$ cat src/rtl/gf_vme_multi_pulse_decoder_if.sv
// rtl/gf_vme_multi_pulse_decoder_if.sv - VME access strobes/address and decoded pulse bundle
interface gf_vme_multi_pulse_decoder_if #(
  parameter int ADDR_W = 16,
  parameter int N_CH   = 8,
  parameter int MISS_W = 8,
  parameter int CH_W   = (N_CH > 1) ? $clog2(N_CH) : 1
);
  logic [ADDR_W-1:0] address;
  logic [ADDR_W-1:0] base_address;
  logic              writeAccess;
  logic              readAccess;
  logic [N_CH-1:0]   writePulse;
  logic [N_CH-1:0]   readPulse;
  logic [CH_W-1:0]   pulse_channel;
  logic              access_error;
  logic [MISS_W-1:0] miss_count;

  modport master (
    output address, base_address, writeAccess, readAccess,
    input  writePulse, readPulse, pulse_channel, access_error, miss_count
  );

  modport slave (
    input  address, base_address, writeAccess, readAccess,
    output writePulse, readPulse, pulse_channel, access_error, miss_count
  );
endinterface

$ cat src/rtl/gf_vme_multi_pulse_decoder.sv
// rtl/gf_vme_multi_pulse_decoder.sv - VME window decoder: synchronised, deglitched one-hot read/write pulses
module gf_vme_multi_pulse_decoder #(
  parameter int ADDR_W      = 16,
  parameter int N_CH        = 8,
  parameter int STRIDE_LOG2 = 1,
  parameter int SYNC_STAGES = 2,
  parameter int MIN_ACCESS  = 2,
  parameter int MISS_W      = 8
) (
  input logic clk,
  input logic init,
  gf_vme_multi_pulse_decoder_if.slave bus
);
  localparam int CH_W = (N_CH > 1) ? $clog2(N_CH) : 1;
  localparam int ARM_LEN = SYNC_STAGES + 1;
  localparam logic [ADDR_W-1:0] LOW_MASK = ADDR_W'((1 << STRIDE_LOG2) - 1);

  typedef enum logic [1:0] {ARM, IDLE, QUAL, HOLD} state_t;

  state_t            state_q;
  logic [3:0]        cnt_q;
  logic              start_wr_q;
  logic [N_CH-1:0]   wr_pulse_q;
  logic [N_CH-1:0]   rd_pulse_q;
  logic [CH_W-1:0]   ch_q;
  logic              err_q;
  logic [MISS_W-1:0] miss_q;

  logic              wr_s;
  logic              rd_s;

  generate
    if (SYNC_STAGES == 0) begin : g_nosync
      assign wr_s = bus.writeAccess;
      assign rd_s = bus.readAccess;
    end else begin : g_sync
      logic [SYNC_STAGES-1:0] wr_sync_q;
      logic [SYNC_STAGES-1:0] rd_sync_q;
      always_ff @(posedge clk) begin
        if (init) begin
          wr_sync_q <= '0;
          rd_sync_q <= '0;
        end else begin
          wr_sync_q <= (wr_sync_q << 1) | SYNC_STAGES'(bus.writeAccess);
          rd_sync_q <= (rd_sync_q << 1) | SYNC_STAGES'(bus.readAccess);
        end
      end
      assign wr_s = wr_sync_q[SYNC_STAGES-1];
      assign rd_s = rd_sync_q[SYNC_STAGES-1];
    end
  endgenerate

  logic [ADDR_W-1:0] off;
  logic [ADDR_W-1:0] idx;
  logic              hit;
  logic [CH_W-1:0]   ch;

  assign off = bus.address - bus.base_address;
  assign idx = off >> STRIDE_LOG2;
  assign hit = (idx < ADDR_W'(N_CH)) && ((off & LOW_MASK) == '0);
  assign ch  = idx[CH_W-1:0];

  logic       start_s;
  logic       dir_wr;
  logic [3:0] cnt_inc;
  logic       done;

  assign start_s = start_wr_q ? wr_s : rd_s;
  assign dir_wr  = (state_q == IDLE) ? wr_s : start_wr_q;
  assign cnt_inc = cnt_q + 4'd1;

  always_comb begin
    done = 1'b0;
    case (state_q)
      IDLE:    done = (wr_s || rd_s) && (MIN_ACCESS == 1);
      QUAL:    done = start_s && (cnt_inc == 4'(MIN_ACCESS));
      default: done = 1'b0;
    endcase
  end

  always_ff @(posedge clk) begin
    if (init) begin
      state_q    <= ARM;
      cnt_q      <= '0;
      start_wr_q <= 1'b0;
      wr_pulse_q <= '0;
      rd_pulse_q <= '0;
      ch_q       <= '0;
      err_q      <= 1'b0;
      miss_q     <= '0;
    end else begin
      wr_pulse_q <= '0;
      rd_pulse_q <= '0;
      err_q      <= 1'b0;
      case (state_q)
        // The synchroniser is flushed by init, so strobes must read low for a
        // full refill of the chain before the idle state is trusted.
        ARM: begin
          if (wr_s || rd_s) begin
            cnt_q <= '0;
          end else if (cnt_q == 4'(ARM_LEN - 1)) begin
            cnt_q   <= '0;
            state_q <= IDLE;
          end else begin
            cnt_q <= cnt_inc;
          end
        end
        IDLE: begin
          if (wr_s || rd_s) begin
            start_wr_q <= wr_s;
            cnt_q      <= 4'd1;
            state_q    <= QUAL;
          end
        end
        QUAL: begin
          if (!start_s) begin
            cnt_q   <= '0;
            state_q <= IDLE;
          end else begin
            cnt_q <= cnt_inc;
          end
        end
        HOLD: begin
          if (!wr_s && !rd_s) state_q <= IDLE;
        end
        default: state_q <= ARM;
      endcase

      if (done) begin
        cnt_q   <= '0;
        state_q <= HOLD;
        if (wr_s && rd_s) begin
          err_q <= 1'b1;
        end else if (hit) begin
          if (dir_wr) wr_pulse_q <= N_CH'(1) << ch;
          else        rd_pulse_q <= N_CH'(1) << ch;
          ch_q <= ch;
        end else if (miss_q != '1) begin
          miss_q <= miss_q + MISS_W'(1);
        end
      end
    end
  end

  assign bus.writePulse    = wr_pulse_q;
  assign bus.readPulse     = rd_pulse_q;
  assign bus.pulse_channel = ch_q;
  assign bus.access_error  = err_q;
  assign bus.miss_count    = miss_q;
endmodule

$ cat src/flat_wrapper.sv
// flat-port wrapper written by rule: the top's interface ports become plain ports
module gf_vme_multi_pulse_decoder_flat 
#(
  parameter int ADDR_W      = 16,
  parameter int N_CH        = 8,
  parameter int STRIDE_LOG2 = 1,
  parameter int SYNC_STAGES = 2,
  parameter int MIN_ACCESS  = 2,
  parameter int MISS_W      = 8
)
  (clk, init, bus_address, bus_base_address, bus_writeAccess, bus_readAccess, bus_writePulse, bus_readPulse, bus_pulse_channel, bus_access_error, bus_miss_count);
  gf_vme_multi_pulse_decoder_if #(.ADDR_W(ADDR_W), .N_CH(N_CH), .MISS_W(MISS_W)) bus_i ();
  input logic clk;
  input logic init;
  input wire logic [$bits(bus_i.address)-1:0] bus_address;
  input wire logic [$bits(bus_i.base_address)-1:0] bus_base_address;
  input wire logic [$bits(bus_i.writeAccess)-1:0] bus_writeAccess;
  input wire logic [$bits(bus_i.readAccess)-1:0] bus_readAccess;
  output wire logic [$bits(bus_i.writePulse)-1:0] bus_writePulse;
  output wire logic [$bits(bus_i.readPulse)-1:0] bus_readPulse;
  output wire logic [$bits(bus_i.pulse_channel)-1:0] bus_pulse_channel;
  output wire logic [$bits(bus_i.access_error)-1:0] bus_access_error;
  output wire logic [$bits(bus_i.miss_count)-1:0] bus_miss_count;
  assign bus_i.address = bus_address;
  assign bus_i.base_address = bus_base_address;
  assign bus_i.writeAccess = bus_writeAccess;
  assign bus_i.readAccess = bus_readAccess;
  assign bus_writePulse = bus_i.writePulse;
  assign bus_readPulse = bus_i.readPulse;
  assign bus_pulse_channel = bus_i.pulse_channel;
  assign bus_access_error = bus_i.access_error;
  assign bus_miss_count = bus_i.miss_count;
  gf_vme_multi_pulse_decoder #(.ADDR_W(ADDR_W), .N_CH(N_CH), .STRIDE_LOG2(STRIDE_LOG2), .SYNC_STAGES(SYNC_STAGES), .MIN_ACCESS(MIN_ACCESS), .MISS_W(MISS_W)) u_core (.clk(clk), .init(init), .bus(bus_i));
endmodule
$ cat config.mk
export PLATFORM = sky130hd
export DESIGN_NAME = gf_vme_multi_pulse_decoder_flat
export DESIGN_NICKNAME = d
export VERILOG_FILES = /design/src/rtl/gf_vme_multi_pulse_decoder_if.sv /design/src/rtl/gf_vme_multi_pulse_decoder.sv /design/src/flat_wrapper.sv
export SDC_FILE = /design/constraint.sdc
export NUM_CORES = 1
export LEC_CHECK = 0
export BUFFER_PORTS_ARGS = -buffer_cell sky130_fd_sc_hd__buf_2
export CAP_MARGIN = 20
export CORE_ASPECT_RATIO = 1.25
export CORE_MARGIN = 1
export CORE_UTILIZATION = 25
export CTS_CLUSTER_DIAMETER = 40
export DETAILED_ROUTE_END_ITERATION = 10
export MAX_ROUTING_LAYER = met4
export PLACE_DENSITY = 0.44
export SYNTH_ARGS = -nofsm -noshare
export SYNTH_HDL_FRONTEND = slang
export SYNTH_SLANG_ARGS = --single-unit
$ cat constraint.sdc
create_clock -name clk -period 4.7 [get_ports clk]
set_input_delay 0.47 -clock clk [delete_from_list [all_inputs] [get_ports clk]]
set_output_delay 0.47 -clock clk [all_outputs]
set_load 0.01 [all_outputs]
# Word level (Yosys, flattened, before mapping)
# Cells that the tools add are included.
# op_classes
bitwise	6
n_shift	1
n_lt_le_gt_ge	1
n_eq_ne	12
n_mux	16
addsub	3
n_reduce_logical	19
# op_table
cell	count
zero test 16 bit	1
two-way mux 4 bit	4
subtractor 16 bit	1
less-than comparator 15 x 4 -> 1 bit (second input constant)	1
two-way mux 2 bit	6
one-hot mux 4 bit (3 select lines)	1
OR reduction 5 bit	2
adder 8 x 1 -> 8 bit (second input constant)	1
equality test 4 x 2 -> 1 bit (second input constant)	2
!= test 8 bit (second input constant)	1
one-hot mux 2 bit (4 select lines)	1
left shift 1 x 3 -> 8 bit (first input constant)	1
!= test 3 x 1 -> 1 bit (second input constant)	2
!= test 3 x 2 -> 1 bit (second input constant)	2
AND reduction 5 bit	1
adder 4 x 1 -> 4 bit (second input constant)	1
equality test 2 bit (second input constant)	2
logical AND 1 bit	4
two-way mux 1 bit	4
inverter 1 bit	4
OR 2 x 1 -> 2 bit	2
AND reduction 2 bit	2
AND reduction 4 bit	1
OR reduction 2 bit	2
other kinds (8)	9
# word_totals
input_bits	36
output_inout_bits	28
regBits	39
word_cells	68

# Depth between registers and ports, before layout
# depth
word_depth	6
mapped_depth	13
mapped_depth_nobuf	12

# Worst setup path before layout
# Ideal clock, no wire load.
# synth_timing
path_type	input-to-reg
from	in bus_base_address[1]
to	reg u_core.miss_q[5] (netlist: u_core.bus.miss_count[5])
arrival_ns	2.859
path_slack_ns	1.718
path_stages	12
required_time_ns	4.577
setup_ns	0.123
cell_sequence	inv_1 > ha_1 > nor2b_1 > o21ai_1 > o211a_1 > o31ai_1 > mux2i_1 > nor2b_1 > and4_4 > buf_6 > nor4_1 > mux2_1
# synth_via
elab_chain_len	5
# synth_rtl
element	line_no	source
start, declared	flat_wrapper.sv:16	input wire logic [$bits(bus_i.base_address)-1:0] bus_base_address;
subtractor 16 bit	gf_vme_multi_pulse_decoder.sv:58	assign off = bus.address - bus.base_address;
less-than comparator 15 x 4 -> 1 bit	gf_vme_multi_pulse_decoder.sv:60	assign hit = (idx < ADDR_W'(N_CH)) && ((off & LOW_MASK) == '0);
logical AND 1 bit	gf_vme_multi_pulse_decoder.sv:60	
inverter 1 bit (no source line)	--	
AND reduction 4 bit (no source line)	--	
end signal, assigned	gf_vme_multi_pulse_decoder.sv:139	miss_q <= miss_q + MISS_W'(1);
end, declared	gf_vme_multi_pulse_decoder.sv:27	logic [MISS_W-1:0] miss_q;
# No other way between the ends.
# A chain may end at the register's enable or synchronous reset.

# Final worst setup path
# layout_timing
from	in bus_base_address[0]
to	reg u_core.rd_pulse_q[5] (netlist: u_core.bus.readPulse[5])
# layout_via
elab_chain_len	5
elab_cells_between_ends	7
cone_classes	add/sub: 1; order compare: 1; shift: 1; bitwise: 1; reduce/logical: 3
# layout_rtl
element	line_no	source
subtractor 16 bit (*)	gf_vme_multi_pulse_decoder.sv:58	
less-than comparator 15 x 4 -> 1 bit / zero test 16 bit (equally long branches)	gf_vme_multi_pulse_decoder.sv:60	
logical AND 1 bit	gf_vme_multi_pulse_decoder.sv:60	
inverter 1 bit (no source line)	--	
OR reduction 5 bit (no source line)	--	
end signal, assigned	gf_vme_multi_pulse_decoder.sv:136	else rd_pulse_q <= N_CH'(1) << ch;
end, declared	gf_vme_multi_pulse_decoder.sv:24	logic [N_CH-1:0] rd_pulse_q;
# Mark *: on every way between the ends. The rest lies on a longest branch, timed or not.

==> flow_metrics.tcl <==
set metrics [dict create \
    startpoint_type "primary input" \
    synthXorXnorAreaFrac_pct 4.866 \
    timing.rr.start "u_core.cnt_q[0]" \
    cts_root_buf "clkbuf_16" \
    clkSlewWorstSetupHoldPaths_ps 60 \
    cp_max_fo 8 \
    first_global_vias 2272 \
    synth-simple-area-share_pct 25.62 \
    rows 40 \
    drc_errors 0 \
    rr_worst_depth 9 \
    synth_fa_ha_area_share_pct 12.71 \
    firstDrtPassIters 4 \
    hp-start "bus_readAccess" \
    hold_path_class "primary input to flop" \
    synthesis.area_um2 2520 \
    syn-instance-count 308 \
    ys_types 53 \
    setup_viol 0 \
    synth-edff-count 0 \
    clk_latency_ps 280 \
    path_cells "buf_2 > ha_1 > fa_1 > nor2b_1 > o2111ai_1 > a21oi_1 > a31oi_1 > xor2_1 > nand3b_1 > nor4b_4 > nand4_1 > nor2_1" \
    core_um2 9709 \
    port_buffers 63 \
    ys_ff_latch 39 \
    min_path_cells 2 \
    grt_overflow 0 \
    crit_type "primary input to flop" \
    fin_util_pct 32.45 \
    syn2layout_area_growth_pct 25.02 \
    cap_violations 0 \
    hold_slack_ps 403.1 \
    grt_pass1_wl_mm 10.32 \
    ant_nets 0 \
    power.leakage_nw 1.408 \
    required_ps 4900 \
    worstHoldEndpoint "u_core.g_sync.rd_sync_q[0]" \
    crit_buf_inv 1 \
    die_area_um2 10490 \
    finalCriticalPeriod_ps 3040 \
    worst_slew_pin_slew_ps 569.0 \
    post_cts_resized 0 \
    yosys_warnings 0 \
    tns_ps 0 \
    vias 2294 \
    yosysSeqAreaShare_pct 30.98 \
    crit_slowest_cell "fa_1" \
    finalClockSkew_ps 7.545 \
    antenna_found_initial 0 \
    reg2reg_slack_ps 1820 \
    gp_congestion 0.8187 \
    ys_async_sr_fraction_pct 0 \
    vdd_drop_max_mv 0.1106 \
    rsz0062_at_grt "no" \
    cts-htree-levels 2 \
    fp.dieW_um 91.80 \
    die_height_um 114.3 \
    ys.flop_type "dfxtp_1" \
    cp-end-kind "flop" \
    power.density_nw_per_um2 335.9 \
    finalCritPeriodShare_pct 64.69 \
    synth_mux_area_share_pct 3.923 \
    final_nets 432 \
    finalMaxSlewViolations 0 \
    post-cts-setup-buffers 0 \
    r2r_end "u_core.bus.miss_count[7]" \
    first_iter_violations 71 \
    track_usage_pct 12.48 \
    cts_tree "yes" \
    outcome "finished, final reports clean" \
    syn-num-nets 369 \
    clk_path_buf_depth 2 \
    grt_max_degree 28 \
    synth_top_family_by_area "simple AND/OR/NAND/NOR gates" \
    totalWireLength_mm 6.003 \
    wl_per_cell_um 12.05 \
    crit_family "simple AND/OR/NAND/NOR gates" \
    pin_count 64 \
    maxSlewHeadroom_pct 61.81 \
    design_area_um2 3151 \
    dpl_cell_area_um2 2958 \
    worst-endpoint-arrival_ps 3240 \
    drive_gt1_share_pct 22.58 \
    cts-hold-fix-buffers 0 \
    hpwl_mm 4.832 \
    antenna_cells 0 \
    cpPeakStageDelay_ps 440 \
    avgSynthCellArea_um2 8.182 \
    start_util_pct 25.95 \
    synth_compound_area_share_pct 16.78 \
    fmax_mhz 328.9 \
    finalHoldViolCount 0 \
    cts_buffers 5 \
    vias_per_cell 4.606 \
    cts_sinks 39 \
]
power breakdown:
group / switching, W / total [W] / internal (W)
sequential: 0.0000168 / 0.000361 / 0.000345
clock: 0.000136 / 0.000439 / 0.000304
combinational: 0.000150 / 0.000257 / 0.000107
logic make-up after synthesis:
kind of cell	Yosys count
compound gates	64
xor+xnor	14
fa+ha+maj	25
buf+inv	32
flops	39
mux	9
simple gates	125
Yosys cell counts, drive strengths merged, types with 3 or more instances:
library cell	number	area, um2
clkbuf	5	18.77
nand2b	5	31.28
inv	25	93.84
xor2	7	61.31
ha	24	300.3
dfxtp	39	780.8
mux2	7	78.82
a21oi	21	108.9
a21boi	3	26.28
or4	3	22.52
nor2	40	150.1
nor4	3	18.77
a211oi	6	45.04
nand3	9	45.04
o31ai	3	22.52
o21ai	12	60.05
nand4	5	31.28
nor3	6	35.03
nand2	27	101.4
nor2b	14	87.58
xnor2	7	61.31
metal layers:
metal	GRT usage [%]	wire length, um
met5	-	0
met4	5.313	123
met3	2.324	279
met2	21.20	2822
met1	14.41	2777
placed cells by master (no fill, tap or decap), drive strengths merged, types with 6 or more instances in the layout:
cell type,n
a21oi,21
xnor2,7
nand2,27
nand3,9
ha,24
xor2,7
nor2b,14
nor2,40
inv,25
dfxtp,39
a211oi,6
buf,63
nor3,6
o21ai,12
mux2,7
how the worst max path moves through the flow:
stage / end / cells past startpoint / from / slack [ps]
final: u_core.bus.readPulse[5] / 12 / bus_base_address[0] / 1660
after global routing: u_core.bus.miss_count[5] / 12 / bus_base_address[1] / 1370
after CTS: u_core.bus.miss_count[5] / 12 / bus_base_address[1] / 1630
after detailed placement: u_core.bus.miss_count[5] / 12 / bus_base_address[1] / 1330
after global placement: u_core.bus.miss_count[5] / 12 / bus_base_address[1] / 1340
after floorplan: u_core.bus.miss_count[5] / 12 / bus_base_address[1] / 1720
final cells by class:
type	count	area [um2]
Clock buffer	5	125.1
Clock inverter	3	67.56
Fill cell	1069	6559
Inverter	25	93.84
Multi-Input combinational cell	237	1610
Sequential cell	39	780.7
Tap cell	126	157.7
Timing Repair Buffer	63	315.3
metrics by stage:
stage | total power [W] | cells | setup WS [ps]
detailed placement | 0.0006267 | 490 | 1334
floorplan | 0.0005615 | 308 | 1718
finish | 0.001058 | 498 | 1660
global placement | 0.0006265 | 490 | 1337
CTS | 0.001075 | 498 | 1627
global route | 0.001126 | 498 | 1373
state kept, by name (all words and copies together) (netlist names):
signal                    count
u_core.cnt_q                  4
u_core.bus.miss_count         8
u_core.bus.writePulse         8
u_core.bus.access_error       1
u_core.bus.pulse_channel      3
u_core.g_sync.rd_sync_q       2
u_core.start_wr_q             1
u_core.state_q                2
u_core.g_sync.wr_sync_q       2
u_core.bus.readPulse          8
Note: power is estimated with default switching activity, not from simulation.
